### config.mk
export PLATFORM = sky130hd
export DESIGN_NAME = mem_port_arbiter_flat
export DESIGN_NICKNAME = d
export VERILOG_FILES = /design/src/rtl/mem_port_arbiter_pkg.sv /design/src/rtl/mem_port_arbiter_if.sv /design/src/rtl/mem_port_arbiter_starve_ctr.sv /design/src/rtl/mem_port_arbiter.sv /design/src/flat_wrapper.sv
export SDC_FILE = /design/constraint.sdc
export NUM_CORES = 1
export LEC_CHECK = 0
export CORE_AREA = 5 5 120 122
export DETAILED_ROUTE_END_ITERATION = 6
export DIE_AREA = 0 0 125 127
export PLACE_DENSITY = 0.84
export SYNTH_ARGS = -nofsm -noshare
export SYNTH_HDL_FRONTEND = slang
export SYNTH_SLANG_ARGS = --single-unit
### constraint.sdc
create_clock -name clk -period 3.2 [get_ports clk]
set_clock_uncertainty 0.2 [all_clocks]
set_input_delay 0.32 -clock clk [delete_from_list [all_inputs] [get_ports clk]]
set_output_delay 0.32 -clock clk [all_outputs]
set_load 0.05 [all_outputs]
### src/rtl/mem_port_arbiter_pkg.sv
// rtl/mem_port_arbiter_pkg.sv - shared types and constants for the memory port arbiter
package mem_arb_pkg;

  typedef enum logic [1:0] {
    IDLE,
    BUSY_I,
    BUSY_D,
    DONE
  } arb_state_e;

  localparam logic PORT_I = 1'b0;
  localparam logic PORT_D = 1'b1;

  // Byte-offset bits that must be zero for a word access
  localparam logic [1:0] ALIGN_MASK = 2'b11;

  function automatic logic is_misaligned(input logic [1:0] lsb);
    return (lsb & ALIGN_MASK) != 2'b00;
  endfunction

endpackage

### src/rtl/mem_port_arbiter_if.sv
// rtl/mem_port_arbiter_if.sv - backend memory handshake bus between arbiter and memory macro
interface mem_port_arbiter_if #(
  parameter int ADDR_W = 32,
  parameter int DATA_W = 32
) ();

  logic              mem_req;
  logic              mem_we;
  logic [ADDR_W-1:0] mem_addr;
  logic [DATA_W-1:0] mem_wdata;
  logic [DATA_W-1:0] mem_rdata;
  logic              mem_ready;

  modport master (
    output mem_req,
    output mem_we,
    output mem_addr,
    output mem_wdata,
    input  mem_rdata,
    input  mem_ready
  );

  modport slave (
    input  mem_req,
    input  mem_we,
    input  mem_addr,
    input  mem_wdata,
    output mem_rdata,
    output mem_ready
  );

endinterface

### src/rtl/mem_port_arbiter_starve_ctr.sv
// rtl/mem_port_arbiter_starve_ctr.sv - saturating count of data grants made while fetch waits
module arb_starve_ctr #(
  parameter int MAX_CONSEC = 4
) (
  input  logic clk,
  input  logic rst_n,
  input  logic inc,
  input  logic clr,
  output logic at_max
);

  localparam logic [3:0] MAX_CNT = 4'(MAX_CONSEC);

  logic [3:0] cnt;

  always_ff @(posedge clk or negedge rst_n) begin
    if (!rst_n) begin
      cnt <= 4'd0;
    end else if (clr) begin
      cnt <= 4'd0;
    end else if (inc && (cnt != MAX_CNT)) begin
      cnt <= cnt + 4'd1;
    end
  end

  assign at_max = (cnt == MAX_CNT);

endmodule

### src/rtl/mem_port_arbiter.sv
// rtl/mem_port_arbiter.sv - shares one variable-latency memory between fetch and data ports
module mem_port_arbiter
  import mem_arb_pkg::*;
#(
  parameter int ADDR_W     = 32,
  parameter int DATA_W     = 32,
  parameter int MAX_CONSEC = 4
) (
  input  logic                clk,
  input  logic                rst_n,
  input  logic                if_req,
  input  logic [ADDR_W-1:0]   if_addr,
  output logic [DATA_W-1:0]   if_rdata,
  output logic                if_done,
  output logic                if_stall,
  input  logic                d_req,
  input  logic                d_we,
  input  logic [ADDR_W-1:0]   d_addr,
  input  logic [DATA_W-1:0]   d_wdata,
  output logic [DATA_W-1:0]   d_rdata,
  output logic                d_done,
  output logic                d_err,
  output logic                d_stall,
  mem_port_arbiter_if.master  mem
);

  localparam logic [ADDR_W-1:0] WORD_MASK = ~(ADDR_W'(ALIGN_MASK));

  arb_state_e state;
  logic       at_max;
  logic       d_live;
  logic       d_bad;
  logic       d_ok;
  logic       grant_i;
  logic       grant_d;
  logic       win_port;

  // d_err is still high in the cycle after the error while the stale request is
  // being withdrawn, so that request must not be seen again.
  assign d_live   = d_req && !d_err;
  assign d_bad    = d_live && is_misaligned(d_addr[1:0]);
  assign d_ok     = d_live && !is_misaligned(d_addr[1:0]);
  assign grant_i  = (state == IDLE) && !d_bad && if_req && (!d_ok || at_max);
  assign grant_d  = (state == IDLE) && !d_bad && d_ok && !grant_i;
  assign win_port = grant_i ? PORT_I : PORT_D;

  assign if_stall = if_req && !if_done;
  assign d_stall  = d_req && !(d_done || d_err);

  arb_starve_ctr #(
    .MAX_CONSEC(MAX_CONSEC)
  ) u_starve_ctr (
    .clk   (clk),
    .rst_n (rst_n),
    .inc   (grant_d && if_req),
    .clr   (grant_i || (grant_d && !if_req)),
    .at_max(at_max)
  );

  always_ff @(posedge clk or negedge rst_n) begin
    if (!rst_n) begin
      state         <= IDLE;
      mem.mem_req   <= 1'b0;
      mem.mem_we    <= 1'b0;
      mem.mem_addr  <= '0;
      mem.mem_wdata <= '0;
      if_rdata      <= '0;
      d_rdata       <= '0;
      if_done       <= 1'b0;
      d_done        <= 1'b0;
      d_err         <= 1'b0;
    end else begin
      if_done <= 1'b0;
      d_done  <= 1'b0;
      d_err   <= 1'b0;
      case (state)
        IDLE: begin
          if (d_bad) begin
            d_err <= 1'b1;
          end else if (grant_i || grant_d) begin
            state       <= (win_port == PORT_D) ? BUSY_D : BUSY_I;
            mem.mem_req <= 1'b1;
            if (win_port == PORT_D) begin
              mem.mem_we    <= d_we;
              mem.mem_addr  <= d_addr & WORD_MASK;
              mem.mem_wdata <= d_wdata;
            end else begin
              mem.mem_we    <= 1'b0;
              mem.mem_addr  <= if_addr & WORD_MASK;
              mem.mem_wdata <= '0;
            end
          end
        end
        BUSY_I, BUSY_D: begin
          if (mem.mem_ready) begin
            mem.mem_req <= 1'b0;
            mem.mem_we  <= 1'b0;
            state       <= DONE;
            if (state == BUSY_I) begin
              if_rdata <= mem.mem_rdata;
              if_done  <= 1'b1;
            end else begin
              if (!mem.mem_we) begin
                d_rdata <= mem.mem_rdata;
              end
              d_done <= 1'b1;
            end
          end
        end
        DONE: begin
          state <= IDLE;
        end
        default: begin
          state <= IDLE;
        end
      endcase
    end
  end

endmodule

### src/flat_wrapper.sv
// flat-port wrapper written by rule: the top's interface ports become plain ports
module mem_port_arbiter_flat import mem_arb_pkg::*;
#(
  parameter int ADDR_W     = 32,
  parameter int DATA_W     = 32,
  parameter int MAX_CONSEC = 4
)
  (clk, rst_n, if_req, if_addr, if_rdata, if_done, if_stall, d_req, d_we, d_addr, d_wdata, d_rdata, d_done, d_err, d_stall, mem_mem_req, mem_mem_we, mem_mem_addr, mem_mem_wdata, mem_mem_rdata, mem_mem_ready);
  mem_port_arbiter_if #(.ADDR_W(ADDR_W), .DATA_W(DATA_W)) mem_i ();
  input  logic clk;
  input  logic rst_n;
  input  logic if_req;
  input  logic [ADDR_W-1:0] if_addr;
  output logic [DATA_W-1:0] if_rdata;
  output logic if_done;
  output logic if_stall;
  input  logic d_req;
  input  logic d_we;
  input  logic [ADDR_W-1:0] d_addr;
  input  logic [DATA_W-1:0] d_wdata;
  output logic [DATA_W-1:0] d_rdata;
  output logic d_done;
  output logic d_err;
  output logic d_stall;
  output wire logic [$bits(mem_i.mem_req)-1:0] mem_mem_req;
  output wire logic [$bits(mem_i.mem_we)-1:0] mem_mem_we;
  output wire logic [$bits(mem_i.mem_addr)-1:0] mem_mem_addr;
  output wire logic [$bits(mem_i.mem_wdata)-1:0] mem_mem_wdata;
  input wire logic [$bits(mem_i.mem_rdata)-1:0] mem_mem_rdata;
  input wire logic [$bits(mem_i.mem_ready)-1:0] mem_mem_ready;
  assign mem_mem_req = mem_i.mem_req;
  assign mem_mem_we = mem_i.mem_we;
  assign mem_mem_addr = mem_i.mem_addr;
  assign mem_mem_wdata = mem_i.mem_wdata;
  assign mem_i.mem_rdata = mem_mem_rdata;
  assign mem_i.mem_ready = mem_mem_ready;
  mem_port_arbiter #(.ADDR_W(ADDR_W), .DATA_W(DATA_W), .MAX_CONSEC(MAX_CONSEC)) u_core (.clk(clk), .rst_n(rst_n), .if_req(if_req), .if_addr(if_addr), .if_rdata(if_rdata), .if_done(if_done), .if_stall(if_stall), .d_req(d_req), .d_we(d_we), .d_addr(d_addr), .d_wdata(d_wdata), .d_rdata(d_rdata), .d_done(d_done), .d_err(d_err), .d_stall(d_stall), .mem(mem_i));
endmodule
## Word-level counts from Yosys, hierarchy flattened

Index checks and enable logic that the tools add are counted.
W data, S select, Z words.

| storage, ports and cells | value |
|---|---|
| register bits after elaboration | 139 |
| latch bits | 0 |
| RAM bits | 0 |
| ROM bits | 0 |
| bits of input ports | 134 |
| word-level logic and storage cells | 83 |
| memories | 0 |

| cells by class | value |
|---|---|
| $add $sub $neg | 1 |
| multiply operators | 0 |
| div/mod/pow operators | 0 |
| magnitude comparators | 0 |
| eq/ne operators | 8 |
| shifts and indexed selects | 0 |
| multiplexer cells | 25 |
| bitwise logic cells | 3 |
| reductions and logical operators | 35 |

Operators by type and width:

| kind | number |
|---|---|
| $mux W32 | 2 |
| $mux W1 | 14 |
| $logic_and A1 B1 Y1 | 13 |
| $reduce_and A3 Y1 | 3 |
| $logic_not A1 Y1 | 8 |
| $mux W2 | 4 |
| $mux W4 | 2 |
| $reduce_and A4 Y1 | 2 |
| $ne A2 B2 Y1 const B | 3 |
| $pmux W2 S3 | 1 |
| $reduce_bool A2 Y1 | 3 |
| $add A4 B1 Y4 const B | 1 |
| $eq A2 B2 Y1 const B | 2 |
| $eq A4 B3 Y1 const B | 1 |
| $logic_or A1 B1 Y1 | 4 |
| $ne A4 B3 Y1 const B | 1 |
| $pmux W1 S2 | 2 |
| $not A1 Y1 | 3 |
| $eq A2 B1 Y1 const B | 1 |
| $logic_not A2 Y1 | 1 |
| $reduce_or A2 Y1 | 1 |

## Longest topological paths before layout

| logic depth | value |
|---|---|
| depth in word-level cells | 13 |
| gate-level depth with buffers | 8 |
| depth with buffers taken out | 6 |

## Hierarchy

Synthesis repeated with hierarchy kept, for this count alone.

| unflattened totals | value |
|---|---|
| cells, all modules | 406 |
| area total of the unflattened synthesis | 5642.9 um^2 |

By module, submodules not included:

| module | times used | cells each | area an instance (um^2) |
|---|---|---|---|
| mem_port_arbiter | 1 | 382 | 5408.9 |
| arb_starve_ctr | 1 | 24 | 234.0 |

## Worst setup path after synthesis

Ideal clock, no wire load.

| path | value |
|---|---|
| path type | register to register |
| from | register u_core.d_err |
| to | register u_core.mem.mem_we |
| library setup time | 0.128 ns |
| arrival | 1.731 ns |
| required time | 2.872 ns |
| path slack | 1.141 ns |
| stages on the path, launching flop included | 5 |
| buffers on the path | 0 |
| cells stage by stage | dfrtp_1 -> and2b_4 -> and3_4 -> nor4_4 -> mux2_1 |

| between the ends | value |
|---|---|
| cells in the longest elaborated chain, start to end | 12 |
| elaborated cells on any way between the ends | 21 |
| classes of those cells | eq/ne: 2; mux: 4; reduce/logical: 15 |

Ends and longest elaborated chain:

| what | RTL line | text |
|---|---|---|
| from (decl) | mem_port_arbiter.sv:22 | `output logic d_err,` |
| from (signal assigned) | mem_port_arbiter.sv:71 | `d_err <= 1'b0;` |
| from (signal assigned) | mem_port_arbiter.sv:75 | `d_err <= 1'b0;` |
| from (signal assigned) | mem_port_arbiter.sv:79 | `d_err <= 1'b1;` |
| $logic_not A1 Y1 * | mem_port_arbiter.sv:40 | `assign d_live = d_req && !d_err;` |
| $logic_and A1 B1 Y1 * | mem_port_arbiter.sv:40 |  |
| $logic_and A1 B1 Y1 | mem_port_arbiter.sv:41 | `assign d_bad = d_live && is_misaligned(d_addr[1:0]);` |
| $logic_not A1 Y1 | mem_port_arbiter.sv:43, mem_port_arbiter.sv:44 |  |
| $logic_and A1 B1 Y1 | mem_port_arbiter.sv:43, mem_port_arbiter.sv:44 |  |
| $logic_and A1 B1 Y1 (2 in a row) | mem_port_arbiter.sv:43 | `assign grant_i = (state == IDLE) && !d_bad && if_req && (!d_ok \|\| at_max);` |
| $logic_not A1 Y1 | mem_port_arbiter.sv:44 | `assign grant_d = (state == IDLE) && !d_bad && d_ok && !grant_i;` |
| $logic_and A1 B1 Y1 | mem_port_arbiter.sv:44 |  |
| $logic_or A1 B1 Y1 | mem_port_arbiter.sv:80 | `end else if (grant_i \|\| grant_d) begin` |
| $ne A2 B2 Y1 (no source line) | n/a |  |
| $reduce_and A4 Y1 (no source line) | n/a |  |
| to (signal assigned) | mem_port_arbiter.sv:84 | `mem.mem_we <= d_we;` |
| to (decl) | mem_port_arbiter_if.sv:16 | `output mem_we,` |

Every way passes the cells marked *; elsewhere a longest branch is shown, timed or not. The select of a mux whose other input is x is not followed.
A chain may end at the register's enable or synchronous reset.

## Final worst setup path

| path | value |
|---|---|
| from | register u_core.state[0] |
| to | register u_core.if_rdata[11] |

| between the ends | value |
|---|---|
| cells in the longest elaborated chain, start to end | 3 |
| elaborated cells on any way between the ends | 4 |
| classes of those cells | eq/ne: 2; reduce/logical: 2 |

Ends and longest elaborated chain:

| what | RTL line | text |
|---|---|---|
| from (decl) | mem_port_arbiter.sv:29 | `arb_state_e state;` |
| from (signal assigned) | mem_port_arbiter.sv:81 | `state <= (win_port == PORT_D) ? BUSY_D : BUSY_I;` |
| $eq A2 B2 Y1 or $eq A2 B1 Y1 (tied branches) | mem_port_arbiter.sv:76, mem_port_arbiter.sv:99 |  |
| $reduce_or A2 Y1 | mem_port_arbiter.sv:76 | `case (state)` |
| $reduce_and A3 Y1 (no source line) * | n/a |  |
| to (signal assigned) | mem_port_arbiter.sv:100 | `if_rdata <= mem.mem_rdata;` |
| to (decl) | mem_port_arbiter.sv:13 | `output logic [DATA_W-1:0] if_rdata,` |

Every way passes the cells marked *; elsewhere a longest branch is shown, timed or not.

==> impl_metrics.toml <==
[outcome]
status = "finished clean"

[timing]
fin_setup_tns_ps = 0
timing.final.crit_period_ps = 2540
slew_headroom = 0.400
timing.hold.ws_ps = 284
timing.fmax_mhz = 393
timing.final.crit_share = 0.795
max_slew.worst_pin.slew_ps = 899
setup_viol = 0
rsz0062_at_grt = "false"
finalHoldViolCount = 0
maxSlewViolCount = 0

[setup_path]
worst_ep_required_time_ps = 3270
critical_path_class = "flop to flop"
crit_path_end = "u_core.if_rdata[11]"
worst-path-max-fanout = 33
rrSetupSlack_ps = 660
crit_chain = "inv_1 -> ha_1 -> nand3_2 -> mux2_1"
cp_startpoint = "u_core.state[0]"
arrival_ps = 2610
rr_worst_depth = 4
critical_path.startpoint_type = "flop"
slowest_delay_ps = 730
rr_startpoint = "u_core.state[0]"
timing.critical_path.slowest_stage_cell = "nand3_2"
critPathCaptureType = "flop"
crit-reg2reg-capture = "u_core.if_rdata[11]"

[floorplan]
die_width_um = 125
die_h_um = 127
core_mm2 = 0.0131
floorplan.io_pins = 269
start_util = 0.440
row_count = 42
die_area_mm2 = 0.0159

[detailed_routing]
wl_um = 16900
dr_total_vias = 4753
first_iter_violations = 251
number_of_design_rule_violations_left_after_detail_routing = 0
drt.antenna.violating_nets = 0
routed_wire_length_per_instance_um = 18.8
drt_first_pass_iters = 5
routed_via_density = 5.28

[grt]
wire_length_of_the_first_global_routing_pass_um = 27100
grt_pass1_vias = 5109
grt_start_max_net_pins = 97
track_usage = 0.213
overflow = 0
initial_antenna_violation_count = 0

[logic_synthesis]
synth_top_area_cell = "dfrtp_1"
post_synth_and_or_nand_nor_area_fraction = 0.0682
mappedNetlistArea_mm2 = 0.00576
syn-instance-count = 454
synth_adder_area_share = 0.0109
synth_compound_area_frac = 0.154
yosys.area_share.xor_xnor = 0
synth_top_flop_cell = "dfrtp_1"
yosys-top-cells-area = "dfrtp_1 (60%), mux2_1 (12%), a22o_1 (4.9%)"
synth_largest_type_area_fraction = 0.595
synth_top_family_by_area = "compound AO/OA/AOI/OAI gates"
number_of_warning_messages_in_the_yosys_log = 0
synth_seq_area_share = 0.595
synth-edff-count = 0
synth.top_cells.by_count = "dfrtp_1 (137), mux2_1 (62), nand3_1 (34)"
yosys.cell_types.count = 42
yosysMostFrequentCell = "dfrtp_1"
asyncSetResetFlopFracSynth = 1.00
synth_area_per_cell_um2 = 12.7
synth.ff_latch_count = 137
synthMuxAreaShare = 0.131

[final_layout]
flow.area_growth_from_synthesis_pct = 59.0
layout.nets = 851
post_route_cells_drive_above_1_share = 0.0841
fillerInstances = 926
post_layout_nonfiller_instances = 901
inserted_diodes = 0
final_cell_area_mm2 = 0.00916

[placed_design]
post-dp-hpwl_um = 12300
gp_congestion = 0.801
placed_cells_incl_taps = 868
placement.io_buffers = 264
placedInstanceArea_mm2 = 0.00852

[clock_network]
post_cts.repair.setup_buffers = 0
cts-buffers-inserted = 17
cts.root.buffer_cell = "clkbuf_16"
htreeDepth = 4
clock_tree_from_tritoncts = "yes"
worst_setup_hold_path_clk_slew_ps = 60
clock_sink_count = 137
number_of_gates_given_a_new_drive_strength_after_cts = 0
insertion_delay_ps = 400
cts.path.max_buffers = 2

[power]
ir_drop_mv = 0.566
p_leak_nw = 3.81
power_density_mw_per_mm2 = 1260

[min_path]
worst_hold_startpoint = "u_core.d_rdata[3]"
hold_class = "flop to flop"

[run]
max-cap-violations = 0
## sequential cells by signal, indices dropped and copies added, names as in the netlist
name / flops
u_core.if_rdata: 32
u_core.mem.mem_addr: 30
u_core.d_rdata: 32
u_core.state: 2
u_core.u_starve_ctr.cnt: 4
u_core.if_done: 1
u_core.mem.mem_wdata: 32
u_core.mem.mem_we: 1
u_core.d_err: 1
u_core.mem.mem_req: 1
u_core.d_done: 1
## cell usage in the layout (no fill, tap or decap), types with 2 or more instances in the layout
cell             synthesis  final
clkbuf_8                 0      2
o21ai_1                  2      2
nor2_1                   4      4
clkbuf_1                 6      3
nor3_4                   1      2
dfrtp_1                137    137
mux2_2                   4      4
clkinvlp_4               0      2
a31oi_1                 32     32
a22o_1                  32     32
conb_1                   1      2
a21oi_2                  2      2
nor3_1                   2      2
clkbuf_16                0     17
nand2b_1                 2      2
nand3_1                 34     33
a21oi_1                 33     33
nor2b_1                  3      3
bufinv_16                0      4
clkdlybuf4s50_1          0    263
mux2_1                  62     62
clkinv_4                 0      2
nand2_1                  4      4
ha_1                     5      5
inv_1                    5      5
buf_4                    9     12
o21ai_0                 30     30
## cells by family after synthesis
kind of cell    count (synthesis)
simple gates                   62
mux                            67
compound gates                138
buf+inv                        44
other cells                     1
flops                         137
fa+ha+maj                       5
## critical path, delay by kind of cell, from the launching register on
kind,cells,cell delay [ps]
buffers and inverters,1,70
AND/OR/NAND/NOR,1,730
adder cells (fa/ha/maj),1,410
multiplexers,1,630
flip-flops,1,350
## how the worst min path moves through the flow
stage	to	slack [ps]	cells after the start
after floorplan	u_core.d_done	-180	0
after global placement	u_core.if_rdata[26]	260	1
after detailed placement	u_core.d_rdata[27]	270	1
after CTS	u_core.mem.mem_addr[17]	270	3
after global routing	u_core.mem.mem_addr[8]	290	3
final	u_core.d_rdata[3]	280	1
## area by class of cell
class / instances / area (um^2) / area share
flip-flops and latches: 137 / 3430 / 0.374
well taps: 176 / 220 / 0.0240
multi-input cells: 274 / 2120 / 0.231
inverters: 5 / 18.8 / 0.00205
clock inverters: 10 / 166 / 0.0182
repair buffers: 277 / 2740 / 0.300
clock buffers: 22 / 464 / 0.0507
## per-stage QoR
step	total power, mW	utilization	setup WS [ps]
global route	12.0	0.700	419
detailed placement	9.50	0.651	582
CTS	11.6	0.700	629
floorplan	7.18	-	1140
finish	11.5	0.700	657
global placement	9.34	0.651	673
## metal layers
metal  GRT usage  share of wire  up-vias
li1            -              -     2186
met1       0.242           0.38     2293
met2       0.376           0.52      229
met3      0.0588          0.069       45
met4      0.0976          0.033        0
met5           0              0        -
## power breakdown
group          internal, mW  switching (mW)  total, mW
logic                  2.24            4.18       6.43
registers              2.57           0.446       3.02
clock network          1.35           0.702       2.05
## what timing repair did
action / 4_1_cts / 5_1_grt
hold buffers: 1 / 0
hold endpoints to repair: 94 / 0
setup endpoints to repair: 0 / 0
Power figures use the tool's default switching activity.
